[config.mk]
export PLATFORM = sky130hd
export DESIGN_NAME = uart_rx
export DESIGN_NICKNAME = d
export VERILOG_FILES = /design/src/rtl/uart_pkg.sv /design/src/rtl/uart_rx_fifo.sv /design/src/rtl/uart_rx.sv
export SDC_FILE = /design/constraint.sdc
export NUM_CORES = 1
export LEC_CHECK = 0
export ABC_AREA = 1
export ABC_CLOCK_PERIOD_IN_PS = 1910
export CORE_MARGIN = 2
export CORE_UTILIZATION = 45
export DETAILED_ROUTE_END_ITERATION = 8
export PLACE_DENSITY_LB_ADDON = 0.25
export SETUP_SLACK_MARGIN = 0.4
export SLEW_MARGIN = 5
export SYNTH_ARGS = -nofsm -noshare
export SYNTH_HDL_FRONTEND = slang
export SYNTH_SLANG_ARGS = --single-unit
[constraint.sdc]
create_clock -name clk -period 1.91 [get_ports clk]
set_input_delay 0.382 -clock clk [delete_from_list [all_inputs] [get_ports clk]]
set_output_delay 0.382 -clock clk [all_outputs]
set_load 0.03 [all_outputs]
[src/rtl/uart_pkg.sv]
// Shared types and constants for the UART receive path.
package uart_pkg;

    typedef enum logic [2:0] {
        ST_IDLE,
        ST_START,
        ST_DATA,
        ST_STOP,
        ST_WAIT_HIGH
    } rx_state_t;

    localparam int DATA_BITS     = 8;
    localparam int RX_FIFO_DEPTH = 4;

endpackage

[src/rtl/uart_rx_fifo.sv]
// Small synchronous FIFO holding received bytes; head is shown combinationally
// and reads as zero while empty.
module uart_rx_fifo
    import uart_pkg::*;
#(
    parameter int WIDTH = DATA_BITS,
    parameter int DEPTH = RX_FIFO_DEPTH
) (
    input  logic             clk,
    input  logic             rst,
    input  logic             push,
    input  logic [WIDTH-1:0] push_data,
    input  logic             pop,
    output logic [WIDTH-1:0] head,
    output logic             not_empty,
    output logic             full
);

    localparam int PTR_W = $clog2(DEPTH);

    logic [WIDTH-1:0] mem [DEPTH];
    logic [PTR_W-1:0] wr_ptr;
    logic [PTR_W-1:0] rd_ptr;
    logic [PTR_W:0]   count;
    logic             do_push;
    logic             do_pop;

    assign not_empty = (count != '0);
    assign full      = (count == (PTR_W+1)'(DEPTH));
    assign do_pop    = pop && not_empty;
    // A pop in the same cycle frees the slot a full FIFO needs for the push.
    assign do_push   = push && (!full || do_pop);
    assign head      = not_empty ? mem[rd_ptr] : '0;

    // NOTE: storage is deliberately not reset; the count gates every read,
    // so stale contents are never visible and the array can map to plain RAM.
    always_ff @(posedge clk) begin
        if (do_push) begin
            mem[wr_ptr] <= push_data;
        end
    end

    always_ff @(posedge clk) begin
        if (rst) begin
            wr_ptr <= '0;
            rd_ptr <= '0;
            count  <= '0;
        end else begin
            if (do_push) begin
                wr_ptr <= wr_ptr + 1'b1;
            end
            if (do_pop) begin
                rd_ptr <= rd_ptr + 1'b1;
            end
            case ({do_push, do_pop})
                2'b10:   count <= count + 1'b1;
                2'b01:   count <= count - 1'b1;
                default: count <= count;
            endcase
        end
    end

endmodule

[src/rtl/uart_rx.sv]
// 8N1 UART receiver with valid/ready output. Define UART_RX_FIFO_EN to buffer
// received bytes in a 4-entry FIFO instead of a single holding register.
module uart_rx
    import uart_pkg::*;
#(
    parameter int CLOCK_HZ = 27_000_000,
    parameter int BAUD     = 115_200
) (
    input  logic                 clk,
    input  logic                 rst,
    input  logic                 uart_rx_pin,
    output logic [DATA_BITS-1:0] rx_data,
    output logic                 rx_valid,
    input  logic                 rx_ready,
    output logic                 frame_err,
    output logic                 overrun
);

    localparam int DIVISOR = CLOCK_HZ / BAUD;
    localparam int CNT_W   = $clog2(DIVISOR);
    localparam int IDX_W   = $clog2(DATA_BITS);
    // Counters run down to zero, so a load of N-1 spans N cycles.
    localparam logic [CNT_W-1:0] FULL_LOAD = CNT_W'(DIVISOR - 1);
    localparam logic [CNT_W-1:0] HALF_LOAD = CNT_W'(DIVISOR / 2 - 1);
    localparam logic [IDX_W-1:0] LAST_BIT  = IDX_W'(DATA_BITS - 1);

    if (DIVISOR < 4) begin : g_divisor_check
        $error("uart_rx: CLOCK_HZ/BAUD must be at least 4");
    end

    logic                 rx_meta;
    logic                 rx_s;
    rx_state_t            state;
    logic [CNT_W-1:0]     cnt;
    logic [IDX_W-1:0]     bit_idx;
    logic [DATA_BITS-1:0] shift;
    logic                 byte_done;
    logic                 pop;

    // NOTE: every sequential block uses non-blocking assignments so all flops
    // update together on the edge regardless of statement order.
    always_ff @(posedge clk) begin
        if (rst) begin
            rx_meta <= 1'b1;
            rx_s    <= 1'b1;
        end else begin
            rx_meta <= uart_rx_pin;
            rx_s    <= rx_meta;
        end
    end

    always_ff @(posedge clk) begin
        frame_err <= 1'b0;
        if (rst) begin
            state   <= ST_IDLE;
            cnt     <= '0;
            bit_idx <= '0;
            shift   <= '0;
        end else begin
            case (state)
                ST_IDLE: begin
                    if (!rx_s) begin
                        state <= ST_START;
                        cnt   <= HALF_LOAD;
                    end
                end
                ST_START: begin
                    if (cnt != '0) begin
                        cnt <= cnt - 1'b1;
                    end else if (!rx_s) begin
                        state   <= ST_DATA;
                        cnt     <= FULL_LOAD;
                        bit_idx <= '0;
                    end else begin
                        state <= ST_IDLE;
                    end
                end
                ST_DATA: begin
                    if (cnt != '0) begin
                        cnt <= cnt - 1'b1;
                    end else begin
                        shift <= {rx_s, shift[DATA_BITS-1:1]};
                        cnt   <= FULL_LOAD;
                        if (bit_idx == LAST_BIT) begin
                            state <= ST_STOP;
                        end else begin
                            bit_idx <= bit_idx + 1'b1;
                        end
                    end
                end
                ST_STOP: begin
                    if (cnt != '0) begin
                        cnt <= cnt - 1'b1;
                    end else if (rx_s) begin
                        state <= ST_IDLE;
                    end else begin
                        frame_err <= 1'b1;
                        state     <= ST_WAIT_HIGH;
                    end
                end
                ST_WAIT_HIGH: begin
                    if (rx_s) begin
                        state <= ST_IDLE;
                    end
                end
                default: state <= ST_IDLE;
            endcase
        end
    end

    assign byte_done = (state == ST_STOP) && (cnt == '0) && rx_s;
    assign pop       = rx_valid && rx_ready;

`ifdef UART_RX_FIFO_EN
    logic fifo_full;

    uart_rx_fifo #(
        .WIDTH (DATA_BITS),
        .DEPTH (RX_FIFO_DEPTH)
    ) u_fifo (
        .clk       (clk),
        .rst       (rst),
        .push      (byte_done),
        .push_data (shift),
        .pop       (pop),
        .head      (rx_data),
        .not_empty (rx_valid),
        .full      (fifo_full)
    );

    always_ff @(posedge clk) begin
        if (rst) begin
            overrun <= 1'b0;
        end else begin
            overrun <= byte_done && fifo_full && !pop;
        end
    end
`else
    logic [DATA_BITS-1:0] hold_data;
    logic                 hold_valid;

    always_ff @(posedge clk) begin
        overrun <= 1'b0;
        if (rst) begin
            hold_data  <= '0;
            hold_valid <= 1'b0;
        end else if (byte_done) begin
            // A transfer in the completion cycle frees the register for the new byte.
            if (!hold_valid || pop) begin
                hold_data  <= shift;
                hold_valid <= 1'b1;
            end else begin
                overrun <= 1'b1;
            end
        end else if (pop) begin
            hold_valid <= 1'b0;
        end
    end

    assign rx_data  = hold_data;
    assign rx_valid = hold_valid;
`endif

endmodule

==> Yosys cells after proc, flatten, opt, wreduce, memory -nomap -nowiden <==
Cells that the tools add are included.
{ "op_classes": {"bitwise": 3, "eq_ne": 16, "reduce_logical": 19, "n_mux": 25, "add_sub_neg": 2} }
{ "op_table": {"columns": ["cell", "n"], "rows": [
  ["$mux W8", 5],
  ["$mux W3", 11],
  ["$pmux W8 S4", 1],
  ["$ne A2 B2 Y1 const B", 9],
  ["$pmux W3 S5", 1],
  ["$logic_not A8 Y1", 1],
  ["$reduce_bool A8 Y1", 1],
  ["$sub A8 B1 Y8 const B", 1],
  ["$eq A3 B2 Y1 const B", 2],
  ["$eq A3 B3 Y1 const B", 2],
  ["$pmux W3 S2", 1],
  ["$reduce_and A2 Y1", 3],
  ["$reduce_and A6 Y1", 1],
  ["$mux W1", 5],
  ["$reduce_and A5 Y1", 1],
  ["$reduce_and A4 Y1", 1],
  ["$reduce_bool A2 Y1", 2],
  ["$reduce_bool A4 Y1", 1],
  ["$add A3 B1 Y3 const B", 1],
  ["$eq A3 B1 Y1 const B", 1],
  ["$logic_and A1 B1 Y1", 3],
  ["$logic_not A3 Y1", 1],
  ["$ne A3 B3 Y1 const B", 1],
  ["$not A1 Y1", 3],
  ["6 further kinds", 6]
]} }
{ "totals": {"output_inout_bits": 11, "in_bits": 4, "regBits": 35, "elab_cells": 75} }

==> Depth between registers and ports, before layout <==
Gate-level depths: netlist (run 1).
{ "depth": {"depth_word": 5, "ltp_mapped": 9, "depth_no_buf": 9} }

==> Worst setup path after synthesis (run 1) <==
No wires, ideal clock.
{ "synth_path": {"path_kind": "register to register", "from": "register cnt[0]", "to": "register cnt[2]", "arrival_time_ns": 1.311, "path_stages_with_launch": 9, "required_time_ns": 1.789, "setup_ns": 0.121, "n_path_buf": 0, "period_less_slack_ns": 1.432, "slack_ns": 0.478, "path_cell_list": "dfxtp_1 inv_1 ha_1 nand2_2 nor2_8 o21ai_2 inv_2 nor2_1 a21oi_1"} }
{ "synth_via": {"elab_chain_len": 3} }
{ "synth_lines": {"columns": ["element", "line", "source"], "rows": [
  ["start, declared", "uart_rx.sv:34", "logic [CNT_W-1:0] cnt;"],
  ["start signal, assigned", "uart_rx.sv:69", "cnt <= cnt - 1'b1;"],
  ["start signal, assigned", "uart_rx.sv:80", "cnt <= cnt - 1'b1;"],
  ["start signal, assigned", "uart_rx.sv:93", "cnt <= cnt - 1'b1;"],
  ["$sub A8 B1 Y8 / $reduce_bool A8 Y1 (equally long branches)", null, null],
  ["$mux W8, or another cell as far along", "uart_rx.sv:92", "if (cnt != '0) begin"],
  ["$pmux W8 S4 / $reduce_and A4 Y1 (equally long branches)", null, null]
]} }
Parallel ways exist; a longest one is shown, timed or not. The select of a mux whose other input is x is not followed.
A chain may end at the register's enable or synchronous reset.

==> Final worst setup path (run 1) <==
{ "layout_path": {"from": "register cnt[0]", "to": "register shift[7]"} }
{ "layout_via": {"elab_chain_len": 3} }
{ "layout_lines": {"columns": ["element", "line", "source"], "rows": [
  ["$reduce_bool A8 Y1", "uart_rx.sv:79", "if (cnt != '0) begin"],
  ["$not A1 Y1 (no line)", null, null],
  ["$reduce_and A2 Y1 (no line)", null, null],
  ["end signal, assigned", "uart_rx.sv:82", "shift <= {rx_s, shift[DATA_BITS-1:1]};"],
  ["end, declared", "uart_rx.sv:36", "logic [DATA_BITS-1:0] shift;"]
]} }
No other way between the ends.

==> results of run 1 <==
-- layout by cell type (no fill, tap or decap), types with 2 or more instances in the layout --
cell type	netlist	layout
a21oi_1	11	11
buf_4	0	8
clkbuf_8	1	6
clkdlybuf4s50_1	0	3
dfxtp_1	35	32
dfxtp_2	0	2
dlygate4sd2_1	0	11
ha_1	4	3
inv_1	21	19
inv_2	3	3
inv_4	0	2
nand2_1	39	39
nand2_4	1	3
nand3_1	15	15
nor2_1	50	48
nor2_2	5	4
nor2_4	3	7
nor3_1	2	2
o21ai_0	21	20
or2_2	2	2
xnor2_1	2	2
xor2_1	2	2
-- logic make-up after synthesis --
family,count (synthesis)
AOI/OAI and AO/OA,34
xor gates and xnor gates,4
adders and majority gates,4
buffers and inverters,28
DFF,35
and+or+nand+nor,123
-- critical path: stages, from the launching register on --
cell and delay, ps:
dfxtp_4 350, inv_4 70, ha_4 140, nand2_4 70, nor2_8 200, inv_4 70
nor2_4 130, buf_4 140, o21ai_0 70, a21oi_1 120
-- routing by layer --
metal,vias up,global-route usage
met4,0,0.0798
met3,7,0.0469
met5,-,0
met2,25,0.281
met1,670,0.222
li1,782,-
-- sequential cells by signal (all words and copies together), names as in the netlist, 3 cells and up --
register  flops
rx_data       8
bit_idx       3
state         3
cnt           8
shift         8
-- final cells by class --
type	instances	area, um^2
fillers	343	1520
multi-input cells	167	910
flip-flops and latches	35	707
repair buffers	23	198
inverters	24	95.1
clock buffers	6	82.6
well taps	48	60.1
clock inverters	2	35.0
-- worst paths after layout --
path	to	slack, ps	cells after the start
worst min-delay path	rx_s$_SDFF_PP1_	410	1
worst max register to register	shift[7]$_SDFFE_PP0P_	490	9
worst max-delay path	shift[7]$_SDFFE_PP0P_	490	9
worst min register to register	rx_s$_SDFF_PP1_	410	1
-- per-stage QoR --
step	utilization	hold slack (ps)	power [mW]	instances
detailed placement	0.513	397	2.51	289
finish	0.579	412	3.49	305
global placement	0.513	407	2.50	289
floorplan	-	389	2.21	228
CTS	0.553	413	3.30	301
global route	0.579	420	3.75	305
-- report_power, final --
part	internal [mW]	switching, mW
Sequential	0.901	0.183
Combinational	0.659	1.06
Clock	0.422	0.265
Total	1.98	1.51
-- timing repair --
action	CTS	global route
setup endpoints to repair	29	26
resized for setup	15	16
pin swaps	3	7
buffers inserted	4	2
cloned	0	2
hold endpoints to repair	0	0
==> impl_metrics.yaml, run 1 <==
finish:
  area_delta_synth_final_pct: 25.8
  nets: 264
  drive_gt1_frac: 0.183
  finalInstanceArea_um2: 2090
  diodes: 0
worst_hold_path:
  hp-start: "rx_meta$_SDFF_PP1_"
  hold_path_class: "reg -> reg"
detailed_routing:
  drt-met1-wl_um: 1750
  route.vias.total: 1484
  drt_iter0_drc: 71
  vias_per_cell: 4.87
  drc_errors: 0
  wl_met2_um: 1600
  routed_wl_um: 3530
  highest_layer: "met4"
  dr.pass1.iters: 4
  routed-wl-met3_um: 121
  wl_per_cell_um: 11.6
  antenna_left: 0
synth:
  synth_most_common_cell: "nor2_1"
  synth_edf_count: 0
  netlist_area_um2: 1660
  synthTopCellsByArea: "dfxtp_1 (42%), nor2_1 (11%), nand2_1 (8.8%)"
  syn-instance-count: 228
  synth_seq_cells: 35
  yosysTopAreaCell: "dfxtp_1"
  syn_area_per_cell_um2: 7.28
  synth_fp_nets: 236
  yosysWarningCount: 0
  synth_ff_type: "dfxtp_1"
  synth_xor_area_frac: 0.0211
  synthSimpleGateAreaFrac: 0.347
  synth_mux_area_frac: 0
  synth_top_family_by_area: "simple AND/OR/NAND/NOR gates"
  synthArstFlopShare: 0
  synth_compound_area_frac: 0.106
  synth_common_cells: "nor2_1 (50), nand2_1 (39), dfxtp_1 (35)"
  synth_seq_area_share: 0.422
  ys_types: 25
  synth_top_area_share: 0.422
  synthAdderAreaFrac: 0.0302
timing:
  rsz0062_at_grt: "no"
  min_period_ps: 1420
  slew_viol_final: 0
  finalCritPeriodShare: 0.746
  slew_headroom: 0.701
  final_hold_viol_count: 0
  setup_viol: 0
  fin_worst_skew_ps: 4.99
  tightestPinTransition_ps: 444
  setup_tns_ps: 0
  final.setup.worst_slack_ps: 485
  fmax_mhz: 702
worst_setup_path:
  crit_path_max_fanout: 5
  critPathArrivalTime_ps: 1650
  r2r-start: "cnt[0]$_SDFFE_PP0P_"
  worstSetupStartpoint: "cnt[0]$_SDFFE_PP0P_"
  endpoint_kind: "flip-flop"
  critPathRequiredTime_ps: 2130
  worstSetupPathType: "reg -> reg"
  start_kind: "flip-flop"
die:
  core_area_um2: 3610
  start_util: 0.460
  die-area_um2: 4190
  die_w_um: 64.7
  die_y_um: 64.7
  ios: 15
  rows: 22
flow_run:
  cap_violations: 0
pwr:
  power_density_nw_per_um2: 1670
  ir_drop_mv: 0.965
  cellLeakagePower_nw: 1.02
global_routing:
  grt_max_degree: 25
  track_usage: 0.176
  grt_pass1_vias: 1298
  antenna_found_initial: 0
  overflow: 0
  grt_pass1_wl_um: 5700
placed_design:
  gp_congestion: 0.848
  place_hpwl_um: 2290
  dp_slack_ps: 291
  io_buffers: 14
  placed_cell_area_um2: 1850
cts:
  clk_path_buf_depth: 2
  cts_root_buffer: "clkbuf_8"
  cts_tree: "done"
  cts.sinks: 35
  numCtsBuffers: 5
  clk_latency_ps: 290
  cts.htree.levels: 2
  clk_pin_slew_worst_paths_ps: 70
  ctsHoldBuffers: 0
outcome:
  status: "finished, final reports clean"
Note: power is estimated with default switching activity, not from simulation.
==> run 2: changes to the inputs <==
Settings changed: ABC_CLOCK_PERIOD_IN_PS 1910 to 1400.
Clock period 1.91 ns to 1.4 ns, I/O delays scaled along.
==> run 2 against run 1 <==
The flow now finishes with violations (negative setup slack). Core utilization up 7.9 points. Clock-buffer cell count down 1. Hold slack better by 7.8 ps. Die area unchanged. Final cell count up 6.9%. Via count up 8.0%. Sequential share of layout area down 3.2 points. Flip-flop and latch count unchanged. Global-route usage up 3.1 points. Highest routed layer unchanged.
==> impl_metrics.yaml, run 2 (same netlist as run 1, synthesis figures left out) <==
global_routing:
  grt_max_degree: 26
  overflow: 0
  grt_pass1_wl_um: 6600
  antenna_found_initial: 0
  track_usage: 0.207
  grt_pass1_vias: 1433
cts:
  clk_pin_slew_worst_paths_ps: 70
  clk_path_buf_depth: 2
  numCtsBuffers: 5
  cts.htree.levels: 2
  clk_latency_ps: 290
  cts_root_buffer: "clkbuf_8"
  cts_tree: "done"
  cts.sinks: 35
pwr:
  power_density_nw_per_um2: 2320
  ir_drop_mv: 1.09
  cellLeakagePower_nw: 1.13
timing:
  rsz0062_at_grt: "yes"
  tightestPinTransition_ps: 444
  finalCritPeriodShare: 1.01
  final.setup.worst_slack_ps: -11.0
  slew_headroom: 0.701
  setup_viol: 4
  slew_viol_final: 0
  min_period_ps: 1410
  fmax_mhz: 709
  fin_worst_skew_ps: 5.38
  final_hold_viol_count: 0
worst_setup_path:
  worstSetupStartpoint: "cnt[1]$_SDFFE_PP0P_"
  crit_chain: "inv_2 -> ha_4 -> nand2_4 -> nor2_8 -> buf_4 -> o21ai_4 -> buf_4 -> o21ai_1 -> a21oi_1"
  cp_top_family: "buffers and inverters"
  worstSetupPathType: "reg -> reg"
  critical-path-max-stage-delay_ps: 320
  regToRegEndpoint: "cnt[6]$_SDFFE_PP0P_"
  crit_path_end: "cnt[6]$_SDFFE_PP0P_"
  endpoint_kind: "flip-flop"
  critical_path_depth: 9
  crit_top_cell: "buf_4"
  rrSetupSlack_ps: -10
  crit_path_max_fanout: 5
  critPathRequiredTime_ps: 1580
  critPathArrivalTime_ps: 1590
  worst-path-buf-inv: 3
  r2r-start: "cnt[1]$_SDFFE_PP0P_"
  reg2regPathDepth: 9
  slowest_stage: "dfxtp_2"
  start_kind: "flip-flop"
worst_hold_path:
  hold_path_class: "reg -> reg"
die:
  ios: 15
  die-area_um2: 4190
  rows: 22
  die_w_um: 64.7
  start_util: 0.460
  core_area_um2: 3610
  die_y_um: 64.7
finish:
  drive_gt1_frac: 0.374
  area_delta_synth_final_pct: 42.9
  num-fill-cells: 316
  diodes: 0
  final_cell_mix: "nor2_1 (48), nand2_1 (36), buf_4 (28), inv_1 (18), dfxtp_1 (17)"
  final_common_cell: "nor2_1"
  finalNonFillerCells: 326
  nets: 285
  finalInstanceArea_um2: 2370
detailed_routing:
  wl_per_cell_um: 12.1
  drc_errors: 0
  dr.pass1.iters: 4
  route.vias.total: 1603
  drt_iter0_drc: 152
  antenna_left: 0
  routed_wl_um: 3930
  vias_per_cell: 4.92
placed_design:
  gp_congestion: 0.836
  placed_cell_area_um2: 2050
  dp_cells: 310
  io_buffers: 14
  place_hpwl_um: 2580
outcome:
  violations: "negative setup slack"
  status: "finished, violations left"
flow_run:
  cap_violations: 0
run 2: cell types whose count changed in the layout (fill, tap and decap cells not counted), sizes merged:
cell         change
buf             +32
dlygate4sd2     -11
clkbuf           -1
clkinv           +1
nor2             -1
o21ai            +1
run 2: routing by layer:
metal | vias up | GRT usage | routed length (um)
li1 | 830 | - | -
met2 | 27 | 0.329 | 1930
met3 | 6 | 0.0469 | 134
met5 | - | 0 | 0
met4 | 0 | 0.0798 | 57
met1 | 740 | 0.274 | 1810
run 2: cell type report:
class                           instances  area [um^2]  area share
Multi-Input combinational cell        167          973       0.411
Sequential cell                        35          728       0.307
Timing Repair Buffer                   44          404       0.170
Inverter                               24         92.6      0.0391
Clock buffer                            5         68.8      0.0290
Tap cell                               48         60.1      0.0253
Clock inverter                          3         43.8      0.0185
run 2: through the flow:
| stage | setup WS (ps) | power (mW) | TNS (ps) | utilization | hold WS, ps |
|---|---|---|---|---|---|
| CTS | -4.08 | 5.34 | -6.77 | 0.645 | 424 |
| global route | -97.9 | 5.87 | -1540 | 0.658 | 435 |
| floorplan | 110 | 3.14 | 0 | - | 384 |
| finish | -11.0 | 5.50 | -22.3 | 0.658 | 419 |
| global placement | -29.8 | 3.87 | -213 | 0.569 | 393 |
| detailed placement | -81.0 | 3.90 | -464 | 0.569 | 403 |
run 2: repair_timing:
item | in CTS | in global routing
gates cloned | 2 | 0
buffers inserted | 5 | 1
gates resized for setup | 108 | 10
endpoints found under the setup margin | 44 | 44
hold buffers | 0 | 0
pin swaps | 6 | 8
run 2: power by group:
group	internal [mW]	total, mW	leakage (nW)	switching, mW
clock	0.530	0.917	0.0581	0.387
combinational	1.34	3.11	0.776	1.76
sequential	1.25	1.47	0.294	0.225
total	3.12	5.50	1.13	2.37
run 2: worst reg2reg max path, cell delays in order, from the launching register on:
cell,delay [ps]
dfxtp_2,320
inv_2,70
ha_4,140
nand2_4,60
nor2_8,120
buf_4,190
o21ai_4,90
buf_4,150
o21ai_1,110
a21oi_1,50
run 2: worst min-delay path by stage:
stage / cells after the start / endpoint / start / slack, ps
final: 1 / rx_s$_SDFF_PP1_ / rx_meta$_SDFF_PP1_ / 420
after global routing: 1 / rx_s$_SDFF_PP1_ / rx_meta$_SDFF_PP1_ / 430
after CTS: 1 / rx_s$_SDFF_PP1_ / rx_meta$_SDFF_PP1_ / 420
after detailed placement: 1 / rx_s$_SDFF_PP1_ / rx_meta$_SDFF_PP1_ / 400
after global placement: 1 / rx_s$_SDFF_PP1_ / rx_meta$_SDFF_PP1_ / 390
after floorplan: 1 / rx_meta$_SDFF_PP1_ / uart_rx_pin / 380
==> run 3: changes to the inputs <==
Settings changed: SETUP_SLACK_MARGIN 0.4 to default, SKIP_LAST_GASP from default to 1.
==> run 3 against run 2 <==
The flow still finishes with violations (negative setup slack). Hold slack got worse by 11 ps. Final cell count decreased by 0.92%. Die area unchanged. Sequential power about the same. First-iteration DRC count decreased by 36%. Via count decreased by 3.1%. Power decreased by 3.5%. Combinational power about the same. Clock-buffer cell count increased by 1.
==> impl_metrics.yaml, run 3 (same netlist as run 1, synthesis figures left out) <==
detailed_routing:
  antenna_left: 0
  dr.pass1.iters: 4
  vias_per_cell: 4.81
  wl_per_cell_um: 11.3
  routed_wl_um: 3650
  route.vias.total: 1554
  drc_errors: 0
  drt_iter0_drc: 97
global_routing:
  track_usage: 0.178
  grt_max_degree: 26
  overflow: 0
  grt_pass1_wl_um: 5730
  grt_pass1_vias: 1333
  antenna_found_initial: 0
outcome:
  status: "finished, violations left"
  violations: "negative setup slack"
die:
  die_w_um: 64.7
  start_util: 0.460
  die-area_um2: 4190
  ios: 15
  rows: 22
  die_y_um: 64.7
  core_area_um2: 3610
worst_setup_path:
  critPathRequiredTime_ps: 1620
  regToRegEndpoint: "cnt[6]$_SDFFE_PP0P_"
  start_kind: "flip-flop"
  critical-path-max-stage-delay_ps: 340
  worstSetupStartpoint: "cnt[0]$_SDFFE_PP0P_"
  cp_top_family: "compound AO/OA/AOI/OAI gates"
  reg2regPathDepth: 9
  crit_chain: "inv_2 -> ha_4 -> nand2_4 -> nor2_8 -> buf_6 -> o21ai_4 -> buf_4 -> o21ai_0 -> a21oi_1"
  worst-path-buf-inv: 3
  endpoint_kind: "flip-flop"
  r2r-start: "cnt[0]$_SDFFE_PP0P_"
  worstSetupPathType: "reg -> reg"
  critPathArrivalTime_ps: 1670
  crit_path_max_fanout: 7
  slowest_stage: "dfxtp_2"
  crit_path_end: "cnt[6]$_SDFFE_PP0P_"
  critical_path_depth: 9
  rrSetupSlack_ps: -50
placed_design:
  dp_cells: 308
  place_hpwl_um: 2370
  placed_cell_area_um2: 2010
  gp_congestion: 0.879
  io_buffers: 14
  dp_slack_ps: -62.5
timing:
  tightestPinTransition_ps: 483
  final_hold_viol_count: 0
  min_period_ps: 1450
  slew_headroom: 0.674
  finalCritPeriodShare: 1.04
  fin_worst_skew_ps: 3.68
  rsz0062_at_grt: "yes"
  slew_viol_final: 0
  final.setup.worst_slack_ps: -52.2
  fmax_mhz: 689
  setup_viol: 13
finish:
  finalNonFillerCells: 323
  finalInstanceArea_um2: 2290
  final_common_cell: "nor2_1"
  nets: 283
  final_cell_mix: "nor2_1 (45), nand2_1 (34), dfxtp_1 (31), buf_4 (22), inv_1 (18)"
  diodes: 0
  fin_util: 0.635
  area_delta_synth_final_pct: 38.1
  num-fill-cells: 322
  drive_gt1_frac: 0.302
cts:
  clk_path_buf_depth: 2
  cts_tree: "done"
  clk_pin_slew_worst_paths_ps: 70
  cts.htree.levels: 2
  numCtsBuffers: 5
  ctsHoldBuffers: 0
  clk_latency_ps: 290
  cts.sinks: 35
  cts_root_buffer: "clkbuf_8"
worst_hold_path:
  holdPathStages: 1
  hold_path_class: "reg -> reg"
pwr:
  switching_share: 0.418
  comb_power_share: 0.588
  cellLeakagePower_nw: 1.11
  power_density_nw_per_um2: 2320
  internal_power_mw: 3.09
  p_clk_frac: 0.139
  ir_drop_mv: 1.43
  p_switching_mw: 2.22
  p_seq_frac: 0.273
  finalPower_mw: 5.31
flow_run:
  cap_violations: 0
[run 3: timing repair]
item | 4_1_cts | 5_1_grt
pin swaps | 5 | 14
cloned | 0 | 1
resized for setup | 23 | 35
setup buffers | 3 | 4
setup endpoints to repair | 39 | 29
[run 3: area by class of cell]
type / instances / area (um^2) / share of cell area
clock buffers: 6 / 82.6 / 0.0360
flip-flops and latches: 35 / 706 / 0.308
well taps: 48 / 60.1 / 0.0262
clock inverters: 1 / 5.00 / 0.00218
repair buffers: 43 / 388 / 0.169
inverters: 24 / 97.6 / 0.0426
multi-input cells: 166 / 952 / 0.416
[run 3: power by group through the flow]
stage	clock network (mW)	logic, mW	registers [mW]
after floorplan	0	1.61	1.45
after global placement	0	2.38	1.43
after detailed placement	0	2.41	1.44
after CTS	0.756	2.58	1.43
after global routing	0.798	3.45	1.48
final	0.738	3.12	1.45
[run 3: per-stage QoR]
stage / hold WS [ps] / TNS, ps
2_1_floorplan: 384 / 0
3_3_place_gp: 394 / -358
3_5_place_dp: 393 / -1000
4_1_cts: 410 / -135
5_1_grt: 422 / -2650
6_report: 408 / -249
[run 3: how the worst min path moves through the flow]
| stage | startpoint | endpoint | slack (ps) |
|---|---|---|---|
| after floorplan | uart_rx_pin | rx_meta$_SDFF_PP1_ | 380 |
| after global placement | rx_meta$_SDFF_PP1_ | rx_s$_SDFF_PP1_ | 390 |
| after detailed placement | rx_meta$_SDFF_PP1_ | rx_s$_SDFF_PP1_ | 390 |
| after CTS | rx_meta$_SDFF_PP1_ | rx_s$_SDFF_PP1_ | 410 |
| after global routing | rx_meta$_SDFF_PP1_ | rx_s$_SDFF_PP1_ | 420 |
| final | rx_meta$_SDFF_PP1_ | rx_s$_SDFF_PP1_ | 410 |
[run 3: worst register-to-register path, cell delays in order, from the launching register on]
cell	delay, ps
dfxtp_2	340
inv_2	50
ha_4	160
nand2_4	70
nor2_8	50
buf_6	130
o21ai_4	230
buf_4	160
o21ai_0	80
a21oi_1	120
[run 3: metal layers]
layer  global-route usage  share of wire  up-vias
met3               0.0503          0.030        5
met5                    0              0        -
met4               0.0745          0.015        0
li1                     -              -      820
met2                0.274           0.47       17
met1                0.231           0.48      712
